`config.mk`:
```
export PLATFORM = sky130hd
export DESIGN_NAME = fetch_queue_unit
export DESIGN_NICKNAME = d
export VERILOG_FILES = /design/src/rtl/cpu_pkg.sv /design/src/rtl/fetch_fifo.sv /design/src/rtl/fetch_queue_unit.sv
export SDC_FILE = /design/constraint.sdc
export NUM_CORES = 1
export LEC_CHECK = 0
export CAP_MARGIN = 20
export CORE_UTILIZATION = 30
export CTS_BUF_LIST = sky130_fd_sc_hd__clkbuf_4 sky130_fd_sc_hd__clkbuf_8 sky130_fd_sc_hd__clkbuf_16
export CTS_CLUSTER_DIAMETER = 40
export CTS_CLUSTER_SIZE = 28
export DETAILED_ROUTE_END_ITERATION = 8
export GPL_ROUTABILITY_DRIVEN = 0
export RECOVER_POWER = 25
export SLEW_MARGIN = 20
export SYNTH_ARGS = -nofsm -noshare
export SYNTH_HDL_FRONTEND = slang
export SYNTH_SLANG_ARGS = --single-unit
```
`constraint.sdc`:
```
create_clock -name clk -period 4.77 [get_ports clk]
set_input_delay 0.477 -clock clk [delete_from_list [all_inputs] [get_ports clk]]
set_output_delay 0.477 -clock clk [all_outputs]
set_load 0.1 [all_outputs]
```
`src/rtl/cpu_pkg.sv`:
```
// Shared CPU definitions: default datapath widths, the bubble instruction word
// and the fetch-queue entry layout.
package cpu_pkg;

   localparam int unsigned XLEN    = 32;
   localparam int unsigned PC_BITS = 5;

   // All-zero word shown to decode while the fetch queue is empty
   localparam logic [XLEN-1:0] NOP_INST = '0;

   typedef struct packed {
      logic [PC_BITS-1:0] pc;
      logic [XLEN-1:0]    inst;
   } fetch_entry_t;

endpackage

```
`src/rtl/fetch_fifo.sv`:
```
// Synchronous FIFO holding fetched {pc, inst} entries; owns pointers and occupancy.
// clear has priority over push and pop; count saturates at DEPTH.
module fetch_fifo #(
   parameter int unsigned WIDTH = 37,
   parameter int unsigned DEPTH = 4
) (
   input  logic                       clk,
   input  logic                       clear,
   input  logic                       push,
   input  logic [WIDTH-1:0]           wdata,
   input  logic                       pop,
   output logic [WIDTH-1:0]           rdata,
   output logic                       empty,
   output logic [$clog2(DEPTH+1)-1:0] count
);

   localparam int unsigned AW = $clog2(DEPTH);
   localparam int unsigned CW = $clog2(DEPTH + 1);

   logic [WIDTH-1:0] mem [DEPTH];
   logic [AW-1:0]    wptr;
   logic [AW-1:0]    rptr;
   logic             full;
   logic             do_push;
   logic             do_pop;

   assign empty   = (count == '0);
   assign full    = (count == CW'(DEPTH));
   assign do_pop  = pop && !empty;
   assign do_push = push && !full;
   assign rdata   = mem[rptr];

   always_ff @(posedge clk) begin
      if (!clear && do_push) begin
         mem[wptr] <= wdata;
      end
   end

   always_ff @(posedge clk) begin
      if (clear) begin
         wptr  <= '0;
         rptr  <= '0;
         count <= '0;
      end else begin
         if (do_push) wptr <= wptr + AW'(1);
         if (do_pop)  rptr <= rptr + AW'(1);
         case ({do_push, do_pop})
            2'b10:   count <= count + CW'(1);
            2'b01:   count <= count - CW'(1);
            default: count <= count;
         endcase
      end
   end

   // The fetch credit scheme must never deliver a push into a full queue
   a_no_overflow: assert property (@(posedge clk) disable iff (clear) !(push && full))
      else $error("fetch_fifo overflow");

endmodule

```
`src/rtl/fetch_queue_unit.sv`:
```
// Fetch front-end: owns the fetch PC and in-flight credit, issues imem reads and
// buffers returned {pc, inst} pairs so fetch can run ahead of a stalled decode.
module fetch_queue_unit #(
   parameter int unsigned         XLEN     = cpu_pkg::XLEN,
   parameter int unsigned         PC_BITS  = cpu_pkg::PC_BITS,
   parameter int unsigned         FQ_DEPTH = 4,
   parameter logic [PC_BITS-1:0]  RESET_PC = '0
) (
   input  logic                          clk,
   input  logic                          rst,
   input  logic                          redirect_valid,
   input  logic [PC_BITS-1:0]            redirect_pc,
   output logic                          imem_req,
   output logic [PC_BITS-1:0]            imem_addr,
   input  logic [XLEN-1:0]               imem_rdata,
   input  logic                          D_ready,
   output logic                          D_valid,
   output logic [PC_BITS-1:0]            D_pc,
   output logic [XLEN-1:0]               D_inst,
   output logic [$clog2(FQ_DEPTH+1)-1:0] fq_count
);

   import cpu_pkg::*;

   localparam int unsigned CW = $clog2(FQ_DEPTH + 1);

   typedef struct packed {
      logic [PC_BITS-1:0] pc;
      logic [XLEN-1:0]    inst;
   } entry_t;

   logic [PC_BITS-1:0] F_pc;
   logic [PC_BITS-1:0] inflight_pc;
   logic               inflight;
   logic [CW:0]        occupancy;
   logic               fq_clear;
   logic               fq_push;
   logic               fq_pop;
   logic               fq_empty;
   entry_t             push_entry;
   entry_t             head_entry;

   // Credit counts the queued entries plus the one response still in the memory pipe
   assign occupancy = {1'b0, fq_count} + (CW+1)'(inflight);
   assign imem_req  = !rst && !redirect_valid && (occupancy < (CW+1)'(FQ_DEPTH));
   assign imem_addr = F_pc;

   assign fq_clear   = rst || redirect_valid;
   assign fq_push    = inflight;
   assign fq_pop     = D_valid && D_ready;
   assign push_entry = '{pc: inflight_pc, inst: imem_rdata};

   always_ff @(posedge clk) begin
      if (rst) begin
         F_pc        <= RESET_PC;
         inflight    <= 1'b0;
         inflight_pc <= '0;
      end else if (redirect_valid) begin
         F_pc     <= redirect_pc;
         inflight <= 1'b0;
      end else begin
         inflight <= imem_req;
         if (imem_req) begin
            F_pc        <= F_pc + PC_BITS'(1);
            inflight_pc <= F_pc;
         end
      end
   end

   fetch_fifo #(
      .WIDTH ($bits(entry_t)),
      .DEPTH (FQ_DEPTH)
   ) u_fetch_fifo (
      .clk   (clk),
      .clear (fq_clear),
      .push  (fq_push),
      .wdata (push_entry),
      .pop   (fq_pop),
      .rdata (head_entry),
      .empty (fq_empty),
      .count (fq_count)
   );

   assign D_valid = !fq_empty;
   assign D_pc    = D_valid ? head_entry.pc   : '0;
   assign D_inst  = D_valid ? head_entry.inst : XLEN'(NOP_INST);

endmodule

```
* Yosys cells after proc, flatten, opt, wreduce, memory -nomap -nowiden *
Memories as Yosys holds them, arrays and structs flattened. A register that Yosys moved wholly into a read port is not among the register bits.
Index checks and enable logic that the tools add are counted.

word-level totals
  bits in registers = 18
  bits in writable memories = 148
  input port bits = 41
  output and inout port bits = 47
  word-level logic and storage cells = 44
  memories kept = 1

cells by class
  add/sub/neg operators = 6
  $lt $le $gt $ge = 1
  equality and inequality tests = 3
  multiplexer cells = 9
  bitwise gates (word level) = 1
  reductions and logical operators = 17

memories
  name              words  bits a word  read ports  clocked after Yosys merged registers in  write ports  RTL line          source
  u_fetch_fifo.mem  4      37           1           1                                        1            fetch_fifo.sv:20  logic [WIDTH-1:0] mem [DEPTH];

operators by type and width
  operator                                                     count
  two-way mux 32 bit                                           1
  two-way mux 5 bit                                            3
  logical AND 1 bit                                            6
  one-hot mux 3 bit (2 select lines)                           1
  adder 5 x 1 -> 5 bit (second input constant)                 1
  logical NOT 1 bit                                            5
  adder 2 x 1 -> 2 bit (second input constant)                 2
  adder 3 x 1 -> 4 bit                                         1
  less-than comparator 4 x 3 -> 1 bit (second input constant)  1
  two-way mux 2 bit                                            2
  nonzero test 2 bit                                           2
  adder 3 x 1 -> 3 bit (second input constant)                 1
  == test 3 bit (second input constant)                        1
  logical NOT 3 bit                                            1
  subtractor 3 x 1 -> 3 bit (second input constant)            1
  == test 2 x 1 -> 1 bit (second input constant)               1
  == test 2 bit (second input constant)                        1
  two-way mux 1 bit                                            2
  AND reduction 2 bit                                          1
  OR reduction 2 bit                                           1
  logical OR 1 bit                                             1
  NOT 1 bit                                                    1

* Longest topological paths before layout *
  word-level depth = 6
  gate-level depth with buffers = 10
  mapped depth without buffers = 9

* Hierarchy *
A second synthesis with hierarchy kept.

unflattened totals
  cells, all modules = 356
  area total of the unflattened synthesis = 6,683.9 µm²

by module, submodules not included
  module            instances  cells an instance  area an instance (µm²)  sequential area each (µm²)
  fetch_fifo        1          246                5,866.9                 4,624.4
  fetch_queue_unit  1          110                817.0                   220.2

* Worst setup path after synthesis *
OpenSTA, ideal clock, no wires.

  kind = register to output
  start = reg u_fetch_fifo.count[0]
  end = out D_inst[10]
  arrival = 3.080 ns
  required time = 4.293 ns
  slack = 1.213 ns
  stages on the path, launching flop included = 6
  buffers on the path = 3
  cells stage by stage = dfxtp_1 > clkbuf_1 > nor3_1 > buf_2 > clkbuf_1 > nor2b_1

on the way
  longest elaborated chain between the ends = 2

RTL lines
  what                    RTL line                source
  from (decl)             fetch_fifo.sv:14        output logic [$clog2(DEPTH+1)-1:0] count
  from (signal assigned)  fetch_fifo.sv:48        2'b10: count <= count + CW'(1);
  from (signal assigned)  fetch_fifo.sv:49        2'b01: count <= count - CW'(1);
  from (signal assigned)  fetch_fifo.sv:50        default: count <= count;
  logical NOT 3 bit       fetch_fifo.sv:27        assign empty = (count == '0);
  two-way mux 32 bit      fetch_queue_unit.sv:86  assign D_inst = D_valid ? head_entry.inst : XLEN'(NOP_INST);
  to (decl)               fetch_queue_unit.sv:19  output logic [XLEN-1:0] D_inst,

Every way passes these cells.

==> summary.md <==
| Metric | Value |
|---|---|
| Worst-Skew Late Latency | 0.42 ns |
| Switching Power | between 0.7 and 0.8 mW |
| Die area | 0.0226 mm2 |
| HPWL after DPL | 7250 um |
| Ports | 88 |
| Clk sinks | 168 |
| Synth Area in Simple Gates | 0.0734 |
| Sequential fraction of design power | 0.496 |
| MaxCap Viol Count | 0 |
| Post-synth top area share | 0.673 |
| Post-Syn Area | 0.00660 mm2 |
| Most common cell in the netlist | edfxtp_1 |
| Wire length per cell | ~17 um |
| DRT Wirelength | 12800 um |
| Maximum vdd drop | between 0.2 and 0.25 mV |
| TNS Setup | 0 ns |
| Post-synthesis mux area share | 0.126 |
| Critical Path AT | 3.07 ns |
| Slowest Stage Delay on Critical Path | 1.00 ns |
| Critical-path maximum fanout | 37 |
| Clk pwr share | 0.425 |
| Synth Area in Adders | 0.0144 |
| Worst-Margin Slew | 1.06 ns |
| Max Freq | 0.282 GHz |
| Cells after Synth | 358 |
| Buf/Inv on CP | 1 |
| YS warnings | 0 |
| Number of synthesized flops with an enable pin | 148 |
| Pre-CTS setup slack | 1.32 ns |
| Congestion Overflow GR | 0 |
| Final setup vio count | 0 |
| HP Class | flip-flop to flip-flop |
| CTS Buf Count | 17 |
| Crit end category | output pin |
| Comb pwr share | 0.080 |
| Synth Register Bits | ~170 |
| Drt drc | 0 |
| First-pass GRT wire length | 19500 um |
| Synth Area in Compound Gates | 0.0279 |
| Critical path type | flip-flop to output pin |
| Hold Slack | 0.518 ns |
| Reg clk slew, reported paths | roughly 0.060 ns |
| Layout cells sized above 1 | 0.176 |
| Hold_buf cts | 0 |
| Synth top area cells | edfxtp_1 (67%), mux4_2 (13%), dfxtp_1 (6.1%) |
| Unique cell type count in the Yosys netlist | 34 |
| Die Y | 150 um |
| Crit-path cells | mux4_2 -> nor2b_1 -> clkdlybuf4s50_1 |
| Critical Path Start Type | flip-flop |
| Core ar. | 0.0213 mm2 |
| Routed vias/inst | 4.71 |
| Post-Syn Nets | 406 |
| Final Hold Fails | 0 |
| H-tree depth | 4 |
| Req. time, crit path | 4.29 ns |
| Fin. max-slew vios | 0 |
| Post-CTS Resized | 0 |
| Clock root buffer master | clkbuf_16 |
| Ys flop type | edfxtp_1 |
| Vias | 3458 |
| Slowest-stage cell, CP | clkdlybuf4s50_1 |
| Placed instance count | 701 |
| Pin count of the biggest net entering global routing | 39 |
| Final nets | 494 |
| Drt pass-1 iters | 4 |
| Rel. slew slack | 0.293 |
| Die width | between 150 and 200 um |
| CTS tree | built |
| Net Sw Frac | 0.242 |
| Mean post-synth cell area | 18.4 um2 |
| Register area share after synthesis | 0.734 |
| Final worst slack | ~1.2 ns |
| Largest family of logic cells by synthesized area | multiplexers |
| PortBufs | 87 |
| DR iter-0 viols | 215 |
| Biggest area consumer among synthesized cells | edfxtp_1 |
| Initial antenna violation count | 0 |
| Crit path time final | 3.55 ns |
| Clock tree buffer depth | 2 |
| Post-CTS Setup Bufs | 0 |
| RSZ-0062 raised after global routing | false |
| Leakage power figure | around 2.6 nW |
| Row count | 53 |
| XOR/XNOR Fraction of Synth Area | 0.00531 |
| Cell family with most CP delay | buffers and inverters |
| Non-filler instance count after layout | 734 |
| Area delta synth->final | 27.2% |
| Gr usage total | 0.120 |
| PD cells | between 300 and 400 mW/mm2 |
| # fillers | 1940 |
| Commonest cells post-synth | edfxtp_1 (148), nor2b_1 (41), mux4_2 (37), dfxtp_1 (20), clkbuf_1 (12) |
| Clock skew | about 0.0066 ns |
| Pint | 2.48 mW |
| Vias in the first global route | 3629 |
| Tcrit/Tclk final | 0.744 |
| Final Core Density | 0.394 |
| Starting Density | 0.310 |
| FFs w/ async S/R, synth | 0 |
| ANT nets after route | 0 |
| Antenna Cells | 0 |
| Run status | finished, final reports clean |
cells in the final DEF, fill, tap and decap left out, drive strengths merged, types with 10 or more instances in the layout:
| master | netlist | final |
|---|---|---|
| nand3 | 10 | 10 |
| nor2b | 41 | 41 |
| dlygate4sd3 | 0 | 19 |
| nor2 | 10 | 10 |
| mux4 | 37 | 37 |
| clkdlybuf4s50 | 0 | 68 |
| dfxtp | 20 | 20 |
| a21oi | 10 | 10 |
| o21ai | 10 | 10 |
| edfxtp | 148 | 148 |
| inv | 9 | 16 |
| clkbuf | 12 | 17 |
state kept, by name, indices dropped and copies added, names as in the netlist, named ones only:
signal and flops:
u_fetch_fifo.mem 148, imem_addr 5, inflight_pc 5, u_fetch_fifo.count 3, u_fetch_fifo.rptr 2, u_fetch_fifo.wptr 2, fq_push 1
logic make-up after synthesis:
kind of cell | count (synthesis)
simple gates | 83
mux | 37
flops | 168
xor+xnor | 4
buf+inv | 29
fa+ha+maj | 7
compound gates | 30
worst reg2reg max path, stage by stage (launching register included):
cell and delay (ns):
dfxtp_1 0.53, or3b_1 0.46, and2_1 0.25, inv_1 0.08, ha_1 0.18, inv_1 0.07, fa_1 0.38, xor2_1 0.16
or3_1 0.32, a21oi_1 0.14
layout make-up:
class	instances	area, um2	area share
clock buffer	17	425	0.0507
clock inverter	15	183	0.0218
inverter	9	33.8	0.00402
multi-input combinational	161	1650	0.197
sequential	168	4850	0.578
tap	275	344	0.0410
timing repair buffer	89	906	0.108
final timing paths:
| path | startpoint | to | slack [ns] | cells past startpoint |
|---|---|---|---|---|
| worst min-delay path | inflight_pc[4] | u_fetch_fifo.mem[2][36] | 0.52 | 0 |
| worst max register to register | u_fetch_fifo.count[2] | u_fetch_fifo.count[2] | 2.14 | 9 |
| worst max-delay path | flip-flop | D_inst[12] | 1.22 | 3 |
| worst min register to register | inflight_pc[4] | u_fetch_fifo.mem[2][36] | 0.52 | 0 |
layer usage:
| metal | global-route usage | vias up | share of wire |
|---|---|---|---|
| met4 | 0.0399 | 0 | 0.0094 |
| met1 | 0.144 | 1760 | 0.43 |
| met5 | 0 | - | 0 |
| met3 | 0.0400 | 9 | 0.051 |
| li1 | - | 1587 | - |
| met2 | 0.200 | 102 | 0.51 |
power by group through the flow:
stage          Clock (mW)  Sequential (mW)  Combinational (mW)
2_1_floorplan           0             1.68               0.150
3_3_place_gp            0             1.65               0.260
3_5_place_dp            0             1.66               0.265
4_1_cts              1.42             1.62               0.266
5_1_grt              1.48             1.62               0.273
6_report             1.39             1.62               0.260
stage by stage:
step | area, um2 | power, mW
after CTS | 8360 | 3.31
after global placement | 7750 | 1.92
final | 8390 | 3.27
after detailed placement | 7750 | 1.92
after floorplan | 6600 | 1.83
after global routing | 8390 | 3.37
(Power assumes the default switching activity.)
